**src/rtl/result_collector.sv**
```systemverilog
// Captures each core's result on the rising edge of out_en==1 and streams the results in strict
// round-robin core order through a first-word-fall-through FIFO with a registered output stage.

module result_collector #(
   parameter int N_CORES    = 24,
   parameter int DATA_W     = 28,
   parameter int EN_W       = 4,
   parameter int FIFO_DEPTH = 8
) (
   input  logic                        clk,
   input  logic                        rst_n,
   input  logic [N_CORES*DATA_W-1:0]   core_out,
   input  logic [N_CORES*EN_W-1:0]     core_en,
   output logic signed [DATA_W-1:0]    m_data,
   output logic [4:0]                  m_core,
   output logic                        m_valid,
   input  logic                        m_ready,
   output logic                        overrun,
   output logic [15:0]                 res_cnt
);

   localparam int CW = 5;
   localparam int AW = $clog2(FIFO_DEPTH);
   localparam logic [CW-1:0]   LAST_CORE = CW'(N_CORES - 1);
   localparam logic [EN_W-1:0] EN_VALID  = EN_W'(1);
   localparam logic [AW:0]     FULL_CNT  = (AW + 1)'(FIFO_DEPTH);
   localparam logic [AW:0]     ONE_CNT   = (AW + 1)'(1);

   typedef enum logic [0:0] {
      ST_IDLE = 1'b0,
      ST_PUSH = 1'b1
   } state_t;

   state_t               state_q;
   logic [CW-1:0]        rr_ptr_q;
   logic [CW-1:0]        rr_ptr_d;

   logic [EN_W-1:0]      en_q      [N_CORES];
   logic [DATA_W-1:0]    hold_q    [N_CORES];
   logic [N_CORES-1:0]   pending_q;
   logic [N_CORES-1:0]   hit_s;
   logic [N_CORES-1:0]   clr_s;
   logic                 ovr_s;
   logic                 overrun_q;

   logic [DATA_W-1:0]    mem_data_q [FIFO_DEPTH];
   logic [CW-1:0]        mem_core_q [FIFO_DEPTH];
   logic [AW-1:0]        wr_ptr_q;
   logic [AW-1:0]        rd_ptr_q;
   logic [AW-1:0]        rd_next_s;
   logic [AW:0]          count_q;
   logic                 full_s;
   logic                 push_s;
   logic                 pop_s;

   logic                 m_valid_q;
   logic [DATA_W-1:0]    m_data_q;
   logic [CW-1:0]        m_core_q;
   logic [15:0]          res_cnt_q;

   assign push_s    = (state_q == ST_PUSH);
   assign full_s    = (count_q == FULL_CNT);
   assign pop_s     = m_valid_q && m_ready;
   assign rd_next_s = rd_ptr_q + AW'(1);
   assign rr_ptr_d  = (rr_ptr_q == LAST_CORE) ? {CW{1'b0}} : (rr_ptr_q + CW'(1));

   // Per-core rising-edge detect of out_en==1 and the drain slot being freed this cycle
   always_comb begin
      hit_s = {N_CORES{1'b0}};
      clr_s = {N_CORES{1'b0}};
      for (int i = 0; i < N_CORES; i++) begin
         hit_s[i] = (core_en[i*EN_W +: EN_W] == EN_VALID) && (en_q[i] != EN_VALID);
         clr_s[i] = push_s && (rr_ptr_q == CW'(i));
      end
   end

   // A hit landing on the slot being drained in the same cycle refills it, so it is not an overrun
   assign ovr_s = |(hit_s & pending_q & ~clr_s);

   // Capture registers: one held result and a pending flag per core
   always_ff @(posedge clk or negedge rst_n) begin
      if (!rst_n) begin
         for (int i = 0; i < N_CORES; i++) begin
            en_q[i]   <= {EN_W{1'b0}};
            hold_q[i] <= {DATA_W{1'b0}};
         end
         pending_q <= {N_CORES{1'b0}};
      end else begin
         for (int i = 0; i < N_CORES; i++) begin
            en_q[i] <= core_en[i*EN_W +: EN_W];
            if (hit_s[i] && (!pending_q[i] || clr_s[i])) begin
               hold_q[i]    <= core_out[i*DATA_W +: DATA_W];
               pending_q[i] <= 1'b1;
            end else if (clr_s[i]) begin
               pending_q[i] <= 1'b0;
            end else begin
               pending_q[i] <= pending_q[i];
            end
         end
      end
   end

   // Sticky overrun flag
   always_ff @(posedge clk or negedge rst_n) begin
      if (!rst_n) begin
         overrun_q <= 1'b0;
      end else if (ovr_s) begin
         overrun_q <= 1'b1;
      end else begin
         overrun_q <= overrun_q;
      end
   end

   // Drain FSM: waits on the round-robin core, never skips it
   always_ff @(posedge clk or negedge rst_n) begin
      if (!rst_n) begin
         state_q  <= ST_IDLE;
         rr_ptr_q <= {CW{1'b0}};
      end else begin
         case (state_q)
            ST_IDLE: begin
               if (pending_q[rr_ptr_q] && !full_s) begin
                  state_q <= ST_PUSH;
               end else begin
                  state_q <= ST_IDLE;
               end
            end
            ST_PUSH: begin
               rr_ptr_q <= rr_ptr_d;
               state_q  <= ST_IDLE;
            end
            default: begin
               state_q  <= ST_IDLE;
               rr_ptr_q <= {CW{1'b0}};
            end
         endcase
      end
   end

   // FIFO storage and pointers; the FSM only enters PUSH when there is room
   always_ff @(posedge clk or negedge rst_n) begin
      if (!rst_n) begin
         for (int j = 0; j < FIFO_DEPTH; j++) begin
            mem_data_q[j] <= {DATA_W{1'b0}};
            mem_core_q[j] <= {CW{1'b0}};
         end
         wr_ptr_q <= {AW{1'b0}};
         rd_ptr_q <= {AW{1'b0}};
         count_q  <= {(AW + 1){1'b0}};
      end else begin
         if (push_s) begin
            mem_data_q[wr_ptr_q] <= hold_q[rr_ptr_q];
            mem_core_q[wr_ptr_q] <= rr_ptr_q;
            wr_ptr_q             <= wr_ptr_q + AW'(1);
         end else begin
            wr_ptr_q <= wr_ptr_q;
         end
         if (pop_s) begin
            rd_ptr_q <= rd_next_s;
         end else begin
            rd_ptr_q <= rd_ptr_q;
         end
         case ({push_s, pop_s})
            2'b10:   count_q <= count_q + ONE_CNT;
            2'b01:   count_q <= count_q - ONE_CNT;
            default: count_q <= count_q;
         endcase
      end
   end

   // Registered output stage mirrors the FIFO head one cycle after it is written
   always_ff @(posedge clk or negedge rst_n) begin
      if (!rst_n) begin
         m_valid_q <= 1'b0;
         m_data_q  <= {DATA_W{1'b0}};
         m_core_q  <= {CW{1'b0}};
         res_cnt_q <= 16'd0;
      end else if (pop_s) begin
         m_valid_q <= (count_q > ONE_CNT);
         m_data_q  <= mem_data_q[rd_next_s];
         m_core_q  <= mem_core_q[rd_next_s];
         res_cnt_q <= res_cnt_q + 16'd1;
      end else if (!m_valid_q) begin
         m_valid_q <= (count_q != {(AW + 1){1'b0}});
         m_data_q  <= mem_data_q[rd_ptr_q];
         m_core_q  <= mem_core_q[rd_ptr_q];
         res_cnt_q <= res_cnt_q;
      end else begin
         m_valid_q <= m_valid_q;
         m_data_q  <= m_data_q;
         m_core_q  <= m_core_q;
         res_cnt_q <= res_cnt_q;
      end
   end

   assign m_valid = m_valid_q;
   assign m_data  = m_data_q;
   assign m_core  = m_core_q;
   assign overrun = overrun_q;
   assign res_cnt = res_cnt_q;

endmodule

```
**config.mk**
```make
export PLATFORM = sky130hd
export DESIGN_NAME = result_collector
export DESIGN_NICKNAME = d
export VERILOG_FILES = /design/src/rtl/result_collector.sv
export SDC_FILE = /design/constraint.sdc
export NUM_CORES = 2
export LEC_CHECK = 0
export CELL_PAD_IN_SITES_DETAIL_PLACEMENT = 0
export CELL_PAD_IN_SITES_GLOBAL_PLACEMENT = 2
export CORE_MARGIN = 5
export CORE_UTILIZATION = 40
export CTS_CLUSTER_DIAMETER = 120
export DETAILED_ROUTE_END_ITERATION = 16
export GPL_ROUTABILITY_DRIVEN = 0
export PLACE_DENSITY_LB_ADDON = 0.12
export RECOVER_POWER = 100
export SETUP_SLACK_MARGIN = 0.05
export SYNTH_ARGS = -nofsm -noshare
export SYNTH_HDL_FRONTEND = slang
export SYNTH_SLANG_ARGS = --single-unit
```
**constraint.sdc**
```tcl
create_clock -name clk -period 7.2 [get_ports clk]
set_clock_uncertainty 0.2 [all_clocks]
set_input_delay 0.72 -clock clk [delete_from_list [all_inputs] [get_ports clk]]
set_output_delay 0.72 -clock clk [all_outputs]
set_load 0.01 [all_outputs]
```
; Word-level counts from Yosys, hierarchy flattened
; Index checks and enable logic that the tools add are counted.
[op_classes]
shift = 0
addsub = 6
n_lt_le_gt_ge = 7
n_div = 0
n_eq_ne = 75
n_bitwise = 8
reduce_logical = 152
multipliers = 0
n_mux = 81
[op_table]
columns = op, n
row1 = $mux 28, 9
row2 = $bwmux 224, 1
row3 = $bmux 28 s3, 2
row4 = $bmux 28 s5, 1
row5 = $eq 4x1->1 const B, 24
row6 = $ne 4x1->1 const B, 24
row7 = $demux 28 s3, 1
row8 = $logic_and 1x1->1, 75
row9 = $mux 1, 52
row10 = $reduce_bool 2->1, 25
row11 = $and 24x24->24, 2
row12 = $bwmux 40, 1
row13 = $eq 5x4->1 const B, 8
row14 = $eq 5x5->1 const B, 8
row15 = $mux 5, 8
row16 = $bmux 5 s3, 2
row17 = $logic_not 1->1, 25
row18 = $logic_or 1x1->1, 24
row19 = $not 24->24, 1
row20 = $reduce_or 24->1, 1
row21 = $eq 5x3->1 const B, 4
row22 = $add 16x1->16 const B, 1
row23 = $demux 5 s3, 1
row24 = $ge 4x4->1 const B, 3
row25 = other kinds (22), 26
[totals]
word_cells = 427
reg_bits = 1123
latch_bits = 0
in_bits = 771
out_inout_bits = 51
n_memories = 0
ram_bits = 0
mem_bits_ro = 0

; Logic depth before layout (Yosys ltp)
[logic_depth]
ltp_word = 6
ltp_mapped = 11
mapped_depth_nobuf = 8

; Least setup slack after synthesis
; OpenSTA, ideal clock, no wires.
[synth_timing]
path_type = flip-flop to flip-flop
from = register rr_ptr_q[3]
to = register hold_q[231] (netlist name)
setup_time_ns = 0.125
t_arrival_ns = 2.468
setup_slack_ns = 4.407
path_buffers = 5
required_time_ns = 6.875
period_less_slack_ns = 2.793
path_stages_with_launch = 11
cell_sequence = dfrtp_1 buf_4 buf_4 clkbuf_1 clkbuf_1 and3_1 ha_1 nand2_1 a21oi_2 buf_2 mux2_2
[synth_between]
elab_chain_len = 4
[synth_lines]
columns = element, line_no
row1 = "start, declared", 35  ; logic [CW-1:0] rr_ptr_q;
row2 = "start signal, assigned", 118  ; rr_ptr_q <= {CW{1'b0}};
row3 = "start signal, assigned", 129  ; rr_ptr_q <= rr_ptr_d;
row4 = "start signal, assigned", 134  ; rr_ptr_q <= {CW{1'b0}};
row5 = $eq 5x4->1, 73  ; clr_s[i] = push_s && (rr_ptr_q == CW'(i));
row6 = $logic_and 1x1->1, 73
row7 = $logic_or 1x1->1, 91  ; if (hit_s[i] && (!pending_q[i] || clr_s[i])) begin
row8 = $logic_and 1x1->1, 91
row9 = "end signal, assigned by index", 85  ; hold_q[i] <= {DATA_W{1'b0}};
row10 = "end signal, assigned by index", 92  ; hold_q[i] <= core_out[i*DATA_W +: DATA_W];
row11 = "end, declared", 39  ; logic [DATA_W-1:0] hold_q [N_CORES];
; Every way passes these cells.
; A chain may end at the register's enable or synchronous reset.

; Worst setup path in the final report
[layout_timing]
from = register rr_ptr_q[0]
to = register mem_data_q[6] (netlist name)
[layout_between]
elab_chain_len = 5
[layout_lines]
columns = element, line_no
row1 = $not 5->6 (not written as such), 152  ; mem_data_q[wr_ptr_q] <= hold_q[rr_ptr_q];
row2 = $bmux 28 s5, 152
row3 = $mux 28 (not written as such) (2 in a row), 152
row4 = $bwmux 224, 152
row5 = "end signal, assigned by index", 144  ; mem_data_q[j] <= {DATA_W{1'b0}};
row6 = "end signal, assigned by index", 152
row7 = "end, declared", 46  ; logic [DATA_W-1:0] mem_data_q [FIFO_DEPTH];
; Every way passes these cells. The select of a mux whose other input is x is not followed.

==> reports/metrics.cfg <==
[drt]
drtPass1Iterations=6
drc=0
vias=33987
drtAntennaViolNets=0
routed_wirelength_mm=191
dr.first_iter.drc_count=2169
routed_via_density=5.50
wl_per_cell_um=30.9

[global_routing]
use_met1_pct=34.5
gr-usage-all-layers_pct=28.3
gr-usage-met2_pct=47.9
grt-ovfl-total=0
antenna_found_initial=137
grt_pass1_vias=35858
grt_max_degree=156
grt_pass1_wl_mm=272
busiest_layer=met2
met3_usage_pct=8.82

[yosys]
ys_ff_latch=1123
synth-edff-count=0
yosysTopAreaCellShare_pct=55.2
async_reset_ff_share_pct=100
synth_cells=3594
synth_top_area_cell=dfrtp_1
synth_area_per_cell_sq_um=14.2
post_synth_instance_area_sq_um=50900
synth.yosys.seq_area_share_pct=55.2
synthFlopType=dfrtp_1
synth_area_leaders=dfrtp_1, mux2_2, mux4_2, nand2_1, o21ai_0
synth_cell_types=56
synthesis.nets=4378
synth.yosys.warnings=0

[cts]
cts_tree=done
clockRootBuffer=clkbuf_16
clockBufferDepth=3
htree_levels=4
cts_sinks=1123
path_clk_slew_ns=0.06
postCtsSetupBuffers=0
cts_made_buffers=134
insertion_delay_ns=0.75

[floorplan]
start_util_pct=40.1
fp.dieH_um=367
die_x_um=367
coreArea_sq_um=127000
rows=131
dieArea_sq_um=135000
ios=822

[critical_path]
cp_max_fo=70
cp.arrival_ns=5.75
cp-start-kind=register
cp_data_required_time_ns=7.61
critPathKind=register to register
cp_cell_sequence=buf_12 > nand2b_1 > o22ai_1 > o32ai_1 > nor2_1 > o21ai_0
max_stage_delay_ns=1.65
cpMaxStageDelayCell=dfrtp_1
endpoint_kind=register

[sta]
rsz0062_at_grt=false
slew_violations=1478
min_period_ns=5.34
min_period_over_period_pct=74.1
setup_tns_ns=0
fmax_ghz=0.187
setup_viol=0
worst_pin_slew_ns=3.69
slew_headroom_pct=-146
hold_violations=0

[place]
post_dp_cell_area_sq_um=60700
post-dp-hpwl_mm=139
portBuffers=821
dp.cells=5880

[layout]
nets=5139
post-route-util_pct=51.1
layoutNonFillerInstCount=6184
syn2layout_area_growth_pct=27.4
drive_gt1_share_pct=27.2
fillers=11182
final_area_sq_um=64900

[power]
pwr-share-seq_pct=38.0
power_switching_mw=9.37
max-vdd-ir-drop_mv=0.266
leakage_nw=28.3
p_int_mw=18.0
fin_total_pwr_mw=27.4
comb_power_share_pct=37.1
powerDensity_nw_per_um2=422
power_frac_clock_pct=25.0
swShare_pct=34.2

[run_status]
outcome=complete, but fails checks
failed_checks=capacitance limit, slew limit

[min_path]
hold_path_class=register to register

[run]
cap_violations=32

==> power by group through the flow <==
stage | Clock, mW | Sequential [mW] | Combinational, mW
2_1_floorplan | 0 | 9.68 | 7.47
3_3_place_gp | 0 | 10.4 | 10.3
3_5_place_dp | 0 | 10.5 | 10.4
4_1_cts | 6.99 | 10.4 | 10.5
5_1_grt | 7.24 | 10.7 | 11.0
6_report | 6.84 | 10.4 | 10.2
==> cells in the final DEF (no fill, tap or decap), types with 7 or more instances in the layout <==
cell / instances
o32ai_1: 28
buf_12: 7
inv_1: 36
nor2_1: 152
clkbuf_8: 25
clkbuf_1: 56
o211ai_1: 34
nor2b_1: 32
clkbuf_16: 142
clkdlybuf4s50_1: 672
a211oi_1: 29
mux2_2: 665
buf_4: 30
mux2_1: 55
clkinv_2: 12
dfrtp_1: 1118
xor2_1: 7
a21oi_1: 144
xnor2_1: 17
mux2i_1: 90
nand2b_1: 25
diode_2: 72
dlygate4sd3_1: 148
o21ai_0: 184
o41ai_1: 15
nor4b_1: 24
ha_1: 12
nand2_1: 273
nand4_1: 8
mux4_2: 279
o41ai_2: 7
o22ai_1: 40
bufinv_16: 7
==> metrics by stage <==
step / setup WS [ns] / hold WS (ns)
floorplan: 4.41 / 0.224
global placement: 3.15 / 0.253
detailed placement: 3.11 / 0.265
CTS: 3.07 / 0.179
global route: 1.45 / 0.278
finish: 1.86 / 0.266
==> logic make-up after synthesis <==
| kind of cell | synth area share (%) |
|---|---|
| XOR/XNOR | 0.430 |
| AND/OR/NAND/NOR | 5.03 |
| multiplexers | 30.5 |
| buffers and inverters | 2.81 |
| flip-flops | 55.2 |
| AO/OA/AOI/OAI | 5.71 |
| adder cells (fa/ha/maj) | 0.319 |
==> synth_stat cells (2+ instances only) <==
cell type,number
o22ai_1,40
nor4_1,3
o41ai_1,23
nor2_2,28
o21ai_0,181
buf_2,106
a22oi_1,3
a211oi_1,29
nor2b_1,32
buf_6,7
nand3b_1,4
xor2_1,8
clkbuf_1,95
mux2_2,665
and4_1,2
o32ai_1,28
o211ai_1,34
dfrtp_1,1123
buf_4,13
mux4_2,279
a21oi_1,144
nand3_1,3
buf_12,6
nor3_1,2
nor3_2,2
nor4b_1,24
mux2_4,54
o31ai_1,3
nand2_2,2
mux2i_1,90
nand4b_1,5
buf_1,28
o21ai_1,3
nor2_1,124
xnor2_1,17
nand2b_1,29
nand4_1,8
and3_1,4
nand2_1,273
ha_1,13
nor3b_2,2
inv_1,36
mux2_1,6
==> area by class of cell <==
cell class	count	area (sq um)	area share [%]
clock buffers	205	4040	6.23
inverters	38	143	0.220
multi-input cells	2178	21300	32.8
repair buffers	880	8680	13.4
well taps	1662	2080	3.20
diodes	72	180	0.278
flip-flops and latches	1123	28100	43.3
clock inverters	26	365	0.563
==> sequential cells by signal (all words and copies together), names as in the netlist, 4 cells and up <==
name,cells
hold_q,672
m_data,28
count_q,4
pending_q,24
mem_data_q,224
en_q,96
res_cnt,16
m_core,5
rr_ptr_q,5
mem_core_q,40
==> timing repair <==
item,4_1_cts,5_1_grt
resized for setup,0,0
setup endpoints to repair,0,0
endpoints found under the hold margin,71,0
hold buffers,1,0
==> critical path, delay by kind of cell, from the launching register on <==
family | cells | cell delay [ns]
buffers and inverters | 1 | 0.56
and+or+nand+nor | 2 | 1.52
AOI/OAI and AO/OA | 3 | 1.05
DFF | 1 | 1.65
==> layer usage <==
layer	share of wire [%]	up-vias
met5	0.19	-
met4	3.0	54
met3	7.2	326
met2	50	966
met1	39	17754
li1	-	14887
==> worst paths after layout <==
path                                         start                        end  slack, ns  cells after the start
max in group asynchronous                    rst_n    hold_q[321]$_DFFE_PN0P_       2.47                      3
hold / removal             res_cnt[15]$_DFFE_PN0P_    res_cnt[15]$_DFFE_PN0P_       0.27                      1
min in group asynchronous                    rst_n    res_cnt[14]$_DFFE_PN0P_       0.35                      2
setup / recovery           rr_ptr_q[0]$_DFFE_PN0P_  mem_data_q[6]$_DFFE_PN0P_       1.86                      6
setup reg to reg           rr_ptr_q[0]$_DFFE_PN0P_  mem_data_q[6]$_DFFE_PN0P_       1.86                      6
hold reg to reg            res_cnt[15]$_DFFE_PN0P_    res_cnt[15]$_DFFE_PN0P_       0.27                      1
(Power assumes the default switching activity.)
